<file path="src/rtl/uart_word_rx.sv">
`default_nettype none
// ============================================================================
// Module   : uart_word_rx
// Purpose  : 8N1 UART receiver that pairs bytes into 16-bit RAM writes and
//            closes each burst with an idle timeout reporting the word count.
// Revision : 1.0 - initial release
// ============================================================================
module uart_word_rx #(
    parameter int CLKS_PER_BIT = 50,
    parameter int TIMEOUT_BITS = 22
) (
    input  logic        clk,
    input  logic        rst,
    input  logic        rx_in,
    output logic        wr_en,
    output logic [15:0] wr_addr,
    output logic [15:0] wr_data,
    output logic        rx_done,
    output logic [15:0] rx_len,
    output logic        frame_err
);

    localparam int c_TIMEOUT = TIMEOUT_BITS * CLKS_PER_BIT;
    localparam int c_CNT_W   = $clog2(CLKS_PER_BIT);
    localparam int c_IDLE_W  = $clog2(c_TIMEOUT + 1);

    localparam logic [c_CNT_W-1:0]  c_BIT_LAST  = c_CNT_W'(CLKS_PER_BIT - 1);
    localparam logic [c_CNT_W-1:0]  c_HALF_LAST = c_CNT_W'(CLKS_PER_BIT / 2 - 1);
    localparam logic [c_IDLE_W-1:0] c_IDLE_LAST = c_IDLE_W'(c_TIMEOUT - 1);
    localparam logic [c_IDLE_W-1:0] c_IDLE_TERM = c_IDLE_W'(c_TIMEOUT);

    typedef enum logic [1:0] {
        ST_IDLE  = 2'd0,
        ST_START = 2'd1,
        ST_DATA  = 2'd2,
        ST_STOP  = 2'd3
    } state_t;

    state_t              r_state;
    logic                r_sync1;
    logic                r_sync2;
    logic [c_CNT_W-1:0]  r_clk_cnt;
    logic [2:0]          r_bit_cnt;
    logic [7:0]          r_shift;
    logic [7:0]          r_hi;
    logic                r_half;
    logic [15:0]         r_wcnt;
    logic [c_IDLE_W-1:0] r_idle_cnt;
    logic                r_wr_en;
    logic [15:0]         r_wr_addr;
    logic [15:0]         r_wr_data;
    logic                r_rx_done;
    logic [15:0]         r_rx_len;
    logic                r_frame_err;
    logic                w_timeout;

    always_ff @(posedge clk or posedge rst) begin
        if (rst) begin
            r_sync1 <= 1'b1;
            r_sync2 <= 1'b1;
        end else begin
            r_sync1 <= rx_in;
            r_sync2 <= r_sync1;
        end
    end

    assign w_timeout = (r_state == ST_IDLE) && (r_idle_cnt == c_IDLE_LAST);

    always_ff @(posedge clk or posedge rst) begin
        if (rst) begin
            r_state     <= ST_IDLE;
            r_clk_cnt   <= '0;
            r_bit_cnt   <= '0;
            r_shift     <= '0;
            r_hi        <= '0;
            r_half      <= 1'b0;
            r_wcnt      <= '0;
            r_idle_cnt  <= '0;
            r_wr_en     <= 1'b0;
            r_wr_addr   <= 16'd1;
            r_wr_data   <= '0;
            r_rx_done   <= 1'b0;
            r_rx_len    <= '0;
            r_frame_err <= 1'b0;
        end else begin
            r_wr_en     <= 1'b0;
            r_rx_done   <= 1'b0;
            r_frame_err <= 1'b0;
            // Address 0 is reserved, so the pointer wraps from 0xFFFF to 1.
            if (r_wr_en) begin
                r_wr_addr <= (r_wr_addr == 16'hFFFF) ? 16'd1 : r_wr_addr + 16'd1;
            end
            case (r_state)
                ST_IDLE: begin
                    if (r_idle_cnt != c_IDLE_TERM) begin
                        r_idle_cnt <= r_idle_cnt + 1'b1;
                    end
                    if (w_timeout) begin
                        r_half <= 1'b0;
                        if (r_wcnt != 16'd0) begin
                            r_rx_done <= 1'b1;
                            r_rx_len  <= r_wcnt;
                            r_wcnt    <= 16'd0;
                            r_wr_addr <= 16'd1;
                        end
                    end
                    if (!r_sync2) begin
                        r_state    <= ST_START;
                        r_clk_cnt  <= '0;
                        r_bit_cnt  <= '0;
                        r_idle_cnt <= '0;
                    end
                end
                ST_START: begin
                    if (r_clk_cnt == c_HALF_LAST) begin
                        r_clk_cnt <= '0;
                        r_state   <= r_sync2 ? ST_IDLE : ST_DATA;
                    end else begin
                        r_clk_cnt <= r_clk_cnt + 1'b1;
                    end
                end
                ST_DATA: begin
                    if (r_clk_cnt == c_BIT_LAST) begin
                        r_clk_cnt <= '0;
                        r_shift   <= {r_sync2, r_shift[7:1]};
                        r_bit_cnt <= r_bit_cnt + 1'b1;
                        if (r_bit_cnt == 3'd7) begin
                            r_state <= ST_STOP;
                        end
                    end else begin
                        r_clk_cnt <= r_clk_cnt + 1'b1;
                    end
                end
                ST_STOP: begin
                    // Leave at mid-stop-bit so an immediately following start bit is caught.
                    if (r_clk_cnt == c_BIT_LAST) begin
                        r_clk_cnt <= '0;
                        r_state   <= ST_IDLE;
                        if (r_sync2) begin
                            if (r_half) begin
                                r_wr_data <= {r_hi, r_shift};
                                r_wr_en   <= 1'b1;
                                r_half    <= 1'b0;
                                if (r_wcnt != 16'hFFFF) begin
                                    r_wcnt <= r_wcnt + 16'd1;
                                end
                            end else begin
                                r_hi   <= r_shift;
                                r_half <= 1'b1;
                            end
                        end else begin
                            r_frame_err <= 1'b1;
                            r_half      <= 1'b0;
                        end
                    end else begin
                        r_clk_cnt <= r_clk_cnt + 1'b1;
                    end
                end
                default: r_state <= ST_IDLE;
            endcase
        end
    end

    assign wr_en     = r_wr_en;
    assign wr_addr   = r_wr_addr;
    assign wr_data   = r_wr_data;
    assign rx_done   = r_rx_done;
    assign rx_len    = r_rx_len;
    assign frame_err = r_frame_err;

endmodule
`default_nettype wire

</file>
<file path="config.mk">
export PLATFORM = sky130hd
export DESIGN_NAME = uart_word_rx
export DESIGN_NICKNAME = d
export VERILOG_FILES = /design/src/rtl/uart_word_rx.sv
export SDC_FILE = /design/constraint.sdc
export NUM_CORES = 1
export LEC_CHECK = 0
export CORE_ASPECT_RATIO = 0.7
export CORE_UTILIZATION = 55
export DETAILED_ROUTE_END_ITERATION = 7
export HOLD_SLACK_MARGIN = 0.08
export PLACE_DENSITY = 0.78
export SLEW_MARGIN = 10
export SYNTH_ARGS = -nofsm -noshare
export SYNTH_HDL_FRONTEND = slang
export SYNTH_SLANG_ARGS = --single-unit
</file>
<file path="constraint.sdc">
create_clock -name clk -period 4.2 [get_ports clk]
set_input_delay 1.05 -clock clk [delete_from_list [all_inputs] [get_ports clk]]
set_output_delay 1.05 -clock clk [all_outputs]
set_load 0.01 [all_outputs]
</file>
==> impl_metrics.csv, run 1 <==
group,metric,value,unit
outcome,status,"completed",
critical_path,crit_slowest_cell,"or4_1",
critical_path,cp_cell_sequence,"nand2_1 -> or4_1 -> o31a_1 -> nor3_4 -> buf_4 -> mux2_2",
critical_path,worstPathArrival,3320,ps
global_route,grt_pass1_wl,17080,microns
clock_tree,cts_tree,"built",
clock_tree,cts-buffers-inserted,9,
logic_synthesis,synth_area_leader_cell,"dfrtp_1",
timing,max_freq,325.0,MHz
logic_synthesis,synth-main-ff-cell,"dfrtp_1",
pwr,seq_power_share,50.4,%
route,drt_iter0_drc,251,
logic_synthesis,synth_top_area_share,52.76,%
clock_tree,cts_setup_buffers,0,
pwr,switching_share,29.29,%
route,viasPerCell,5.842,
timing,post-route-period-util,73.26,%
layout,nNetsFinal,496,
clock_tree,clock-sinks,108,
place,place_congestion,0.9296,
pwr,p_switching,0.0006629,W
hold_path,hold_class,"reg2reg",
timing,worstMarginPinSlew,1154,ps
pwr,power_leakage,2.688,nW
route,wl_per_cell,16.79,microns
clock_tree,clock_latency,350,ps
critical_path,cp-start-kind,"register",
logic_synthesis,yosys.cell_types.count,52,
place,post-place-ws,1155,ps
pwr,power.share.combinational,13.0,%
floorplanning,start_util,57.78,%
clock_tree,clkTransAtPathRegs,80,ps
route,post-route-drc-count,0,
layout,drive_gt1_share,13.93,%
flow_run,drv_cap,0,
logic_synthesis,synthArstFlopShare,100.0,%
logic_synthesis,synthCells,433,
floorplanning,rows,28,
critical_path,path_buf_inv,1,
floorplanning,die_h,81.61,microns
clock_tree,cts_resized,0,
layout,syn_to_final_growth,18.82,%
timing,finalHoldViolations,0,
critical_path,crit_path_end_kind,"register",
layout,final_util,68.66,%
logic_synthesis,syn_nets,446,
timing,fin_ws,1123,ps
timing,drv_slew,0,
logic_synthesis,synth_edf_count,0,
pwr,intPower,0.001600,W
pwr,power_density,382.5,mW/mm^2
timing,setup_viol,0,
critical_path,critical_path_class,"reg2reg",
timing,setup_tns,0,ps
logic_synthesis,seq_area_frac_synth,54.35,%
place,port_buffers,53,
floorplanning,die_area,0.009445,sq mm
timing,maxSlewHeadroom,22.32,%
global_route,grt_usage,23.66,%
route,postRouteAntennaNets,0,
critical_path,worst_path_largest_cell_delay,690,ps
floorplanning,core,0.008618,sq mm
pwr,clkPwrFrac,36.6,%
logic_synthesis,avgSynthCellArea,11.50,sq um
pwr,finalPower,0.002263,W
critical_path,required,4440,ps
critical_path,worstPathMaxFanout,30,
timing,fin_worst_skew,7.271,ps
logic_synthesis,ys_ff_latch,108,
logic_synthesis,ys_warn_count,0,
logic_synthesis,netlist_area,0.004980,sq mm
floorplanning,io_pins,54,
logic_synthesis,synth_area_leaders,"dfrtp_1, mux2_2, mux2_1",
clock_tree,cts_hold_buf,0,
route,routed_wl,10210,microns
route,num_vias,3552,
layout,antenna_cells,0,
clock_tree,root_buffer,"clkbuf_16",
global_route,grt_max_degree,68,
timing,grt_setup_unrepaired,"false",
global_route,antenna_found_initial,0,
clock_tree,htree_levels,3,
timing,post-route-min-period,3077,ps
place,dpl.hpwl,7020,microns
floorplanning,die_w,115.7,microns
critical_path,crit_family,"simple AND/OR/NAND/NOR gates",
pwr,vdd_drop_max,0.2443,mV
route,dr.pass1.iters,7,
global_route,grt_pass1_vias,3382,
clock_tree,clockBufferDepth,2,
global_route,grt_overflow,0,
layout,num-fill-cells,661,
==> Yosys cell counts, types with 5 or more instances <==
cell type    n
a21o_1       6
a21oi_1      5
a31oi_1     12
and3_1      12
clkbuf_1    11
dfrtp_1    105
ha_1        10
inv_1       12
mux2_1      14
mux2_2      36
nand2_1     28
nand3_1     15
nand4_1     14
nor2_1      23
nor3_1      18
nor4_1       9
o211ai_1     5
o21ai_0     12
o31ai_1      6
or3_1        6
xnor2_1     11
xor2_1      12
==> cell families (layout without fill, tap and decap cells) <==
logic type      after synthesis  count (layout)  synth area share [%]
xor+xnor                     23              23                 4.045
buf+inv                      30              85                 2.563
flops                       108             108                 54.35
fa+ha+maj                    10              10                 2.513
mux                          53              53                 11.91
simple gates                145             145                 15.85
compound gates               64              64                 8.769
==> cell type report <==
| type | instances | area, sq um | area share, % |
|---|---|---|---|
| flip-flops and latches | 108 | 2706 | 45.74 |
| multi-input cells | 295 | 2146 | 36.27 |
| repair buffers | 57 | 573.1 | 9.685 |
| clock buffers | 9 | 225.2 | 3.806 |
| well taps | 120 | 150.1 | 2.538 |
| clock inverters | 7 | 68.82 | 1.163 |
| inverters | 12 | 47.55 | 0.8036 |
==> worst reg2reg max path, cell delays in order (launching register included) <==
cell,delay [ps]
dfrtp_1,560
nand2_1,320
or4_1,690
o31a_1,330
nor3_4,300
buf_4,370
mux2_2,400
==> placed cells by master, fill, tap and decap left out, types with 6 or more instances in the layout <==
| cell type | n |
|---|---|
| a31oi_1 | 12 |
| o21ai_0 | 12 |
| nand2_1 | 28 |
| dfrtp_1 | 105 |
| clkbuf_16 | 9 |
| nor2_1 | 23 |
| mux2_1 | 14 |
| mux2_2 | 36 |
| o31ai_1 | 6 |
| and3_1 | 12 |
| inv_1 | 11 |
| nand3_1 | 15 |
| a21o_1 | 6 |
| or3_1 | 6 |
| nand4_1 | 14 |
| ha_1 | 10 |
| nor4_1 | 9 |
| xor2_1 | 12 |
| nor3_1 | 18 |
| clkdlybuf4s50_1 | 53 |
| xnor2_1 | 11 |
==> per-layer routing <==
metal | vias up | GRT usage (%) | wire length [microns]
met5 | - | 0 | 0
met4 | 0 | 6.282 | 113
met3 | 14 | 7.675 | 700
met2 | 116 | 35.27 | 4582
met1 | 1738 | 33.43 | 4810
li1 | 1684 | - | -
==> metrics by stage <==
step | std cells | area, sq um | hold slack (ps)
2_1_floorplan | 433 | 4980 | 345.2
3_3_place_gp | 592 | 5623 | 345.8
3_5_place_dp | 592 | 5623 | 347.2
4_1_cts | 608 | 5917 | 358.3
5_1_grt | 608 | 5917 | 365.7
6_report | 608 | 5917 | 357.3
==> worst paths after layout <==
path / startpoint / to / slack, ps / cells after the start
max: r_state[0] / rx_len[13] / 1120 / 6
min: r_sync1 / r_sync2 / 360 / 0
max reg2reg: r_state[0] / rx_len[13] / 1120 / 6
min reg2reg: r_sync1 / r_sync2 / 360 / 0
max in group asynchronous: rst / wr_addr[0] / 2220 / 3
min in group asynchronous: rst / wr_data[9] / 1210 / 2
==> state kept, by name, indices dropped and copies added (netlist names), named ones only <==
name,flops
r_shift,8
r_wcnt,16
r_sync2,1
frame_err,1
r_state,1
r_half,1
r_hi,8
wr_data,16
wr_addr,16
r_sync1,1
rx_len,16
wr_en,1
r_bit_cnt,3
r_idle_cnt,11
rx_done,1
r_clk_cnt,6
==> power groups by stage <==
stage,registers (W),logic (W),clock network [W]
3_3_place_gp,0.00115,0.000281,0
3_5_place_dp,0.00116,0.000291,0
2_1_floorplan,0.00113,0.000257,0
5_1_grt,0.00115,0.000340,0.000886
6_report,0.00114,0.000294,0.000829
4_1_cts,0.00114,0.000293,0.000844
(Power assumes the default switching activity.)
==> inputs of run 2 (changes only) <==
--- a/config.mk
+++ b/config.mk
@@ -6,10 +6,10 @@
 export NUM_CORES = 1
 export LEC_CHECK = 0
 export CORE_ASPECT_RATIO = 0.7
-export CORE_UTILIZATION = 55
+export CORE_UTILIZATION = 51
 export DETAILED_ROUTE_END_ITERATION = 7
 export HOLD_SLACK_MARGIN = 0.08
-export PLACE_DENSITY = 0.78
+export PLACE_DENSITY = 0.76
 export SLEW_MARGIN = 10
 export SYNTH_ARGS = -nofsm -noshare
 export SYNTH_HDL_FRONTEND = slang
==> constraint.sdc (replaced) <==
create_clock -name clk -period 2.47 [get_ports clk]
set_input_delay 0.6175 -clock clk [delete_from_list [all_inputs] [get_ports clk]]
set_output_delay 0.6175 -clock clk [all_outputs]
set_load 0.01 [all_outputs]
==> impl_metrics.csv, run 2 (synthesis results as in run 1) <==
group,metric,value,unit
outcome,status,"completed",
clock_tree,root_buffer,"clkbuf_16",
route,routed_wl,10780,microns
clock_tree,clockBufferDepth,2,
timing,maxSlewHeadroom,60.11,%
layout,antenna_cells,0,
floorplanning,start_util,53.82,%
place,dpl.hpwl,7393,microns
critical_path,worstPathMaxFanout,13,
pwr,intPower,0.002846,W
floorplanning,rows,29,
floorplanning,die_w,120.1,microns
flow_run,drv_cap,0,
clock_tree,clock-sinks,108,
place,place_congestion,0.8899,
global_route,grt_pass1_vias,3711,
global_route,grt_usage,23.06,%
critical_path,cp_cell_sequence,"or4b_4 -> or3_1 -> o31a_1 -> nor3_4 -> buf_12 -> mux2_1",
timing,post-route-min-period,2445,ps
pwr,power_density,634.9,mW/mm^2
clock_tree,cts-buffers-inserted,9,
timing,max_freq,409.1,MHz
pwr,seq_power_share,48.5,%
route,viasPerCell,5.739,
timing,setup_tns,0,ps
layout,drive_gt1_share,20.65,%
floorplanning,die_area,0.01017,sq mm
route,drt_iter0_drc,221,
route,num_vias,3713,
route,postRouteAntennaNets,0,
hold_path,hold_class,"reg2reg",
pwr,p_switching,0.001117,W
floorplanning,core,0.009253,sq mm
layout,final_common_cell,"dfrtp_1",
route,dr.pass1.iters,5,
clock_tree,clkTransAtPathRegs,70,ps
clock_tree,cts_tree,"built",
place,port_buffers,53,
critical_path,worst_path_largest_cell_delay,540,ps
pwr,clkPwrFrac,36.0,%
critical_path,crit_family,"simple AND/OR/NAND/NOR gates",
floorplanning,io_pins,54,
floorplanning,die_h,84.68,microns
layout,syn_to_final_growth,25.35,%
pwr,switching_share,28.19,%
critical_path,cp-start-kind,"register",
critical_path,worstPathArrival,2670,ps
global_route,antenna_found_initial,0,
layout,final_util,67.46,%
route,wl_per_cell,16.67,microns
critical_path,critical_path_class,"reg2reg",
pwr,power.share.combinational,15.5,%
critical_path,crit_slowest_cell,"or4b_4",
critical_path,required,2690,ps
timing,grt_setup_unrepaired,"true",
layout,final_area,0.006242,sq mm
timing,hold-worst-slack,357.6,ps
clock_tree,clock_latency,350,ps
pwr,vdd_drop_max,0.5092,mV
global_route,grt_max_degree,80,
clock_tree,htree_levels,3,
clock_tree,cts_hold_buf,0,
critical_path,path_buf_inv,1,
critical_path,rrSetupSlack,30,ps
timing,drv_slew,0,
layout,nNetsFinal,531,
timing,post-route-period-util,98.97,%
place,place_area,0.005904,sq mm
timing,worstMarginPinSlew,593.9,ps
global_route,grt_overflow,0,
critical_path,crit_path_end_kind,"register",
pwr,power_leakage,2.885,nW
route,post-route-drc-count,0,
layout,layout_common_cells,"dfrtp_1, clkdlybuf4s50_1, mux2_2, buf_4, nand2_1",
timing,setup_viol,0,
global_route,grt_pass1_wl,18360,microns
timing,finalHoldViolations,0,
timing,fin_worst_skew,7.651,ps
==> run 2: changes by cell type in the layout (fill, tap and decap cells not counted), sizes merged <==
cell	previous run	this run
clkbuf	9	12
inv	15	12
buf	4	39
==> run 2: area by class of cell <==
type | count | area [sq um]
fill | 747 | 3010
clock buffer | 12 | 266.5
sequential | 108 | 2706
clock inverter | 4 | 31.28
timing repair buffer | 92 | 864.6
multi-input combinational | 295 | 2170
inverter | 12 | 48.80
tap | 124 | 155.1
==> run 2: what timing repair did <==
action	in CTS	in global routing
gates resized for setup	0	6
buffers inserted	0	2
setup endpoints to repair	0	37
==> run 2: power by group through the flow <==
| stage | Clock (W) | Sequential (W) | Combinational, W |
|---|---|---|---|
| 2_1_floorplan | 0 | 0.00192 | 0.000438 |
| 3_3_place_gp | 0 | 0.00195 | 0.000584 |
| 3_5_place_dp | 0 | 0.00195 | 0.000601 |
| 4_1_cts | 0.00144 | 0.00192 | 0.000610 |
| 5_1_grt | 0.00150 | 0.00194 | 0.000681 |
| 6_report | 0.00143 | 0.00192 | 0.000614 |
==> run 2: worst reg2reg max path: stages, from the launching register on <==
cell,delay (ps)
dfrtp_1,380
or4b_4,540
or3_1,380
o31a_1,300
nor3_4,200
buf_12,190
mux2_1,340
==> run 2: worst paths after layout <==
check,start,endpoint,cells after the start
min in group asynchronous,rst,r_wcnt[6],3
setup reg to reg,r_idle_cnt[8],rx_len[9],6
hold reg to reg,r_sync1,r_sync2,0
max in group asynchronous,rst,r_sync1,3
setup / recovery,r_idle_cnt[8],rx_len[9],6
hold / removal,r_sync1,r_sync2,0
==> run 2: metrics by stage <==
stage	total power (W)	std cells	setup slack, ps
detailed placement	0.002554	629	52.95
floorplan	0.002358	433	1.160
CTS	0.003976	645	24.01
finish	0.003963	647	25.36
global placement	0.002531	629	91.43
global route	0.004120	647	-61.64
==> run 2: layer usage <==
metal | routed length (microns) | track usage (%)
met3 | 536 | 6.182
met2 | 4870 | 34.85
met5 | 0 | 0
met4 | 108 | 6.818
met1 | 5269 | 32.62
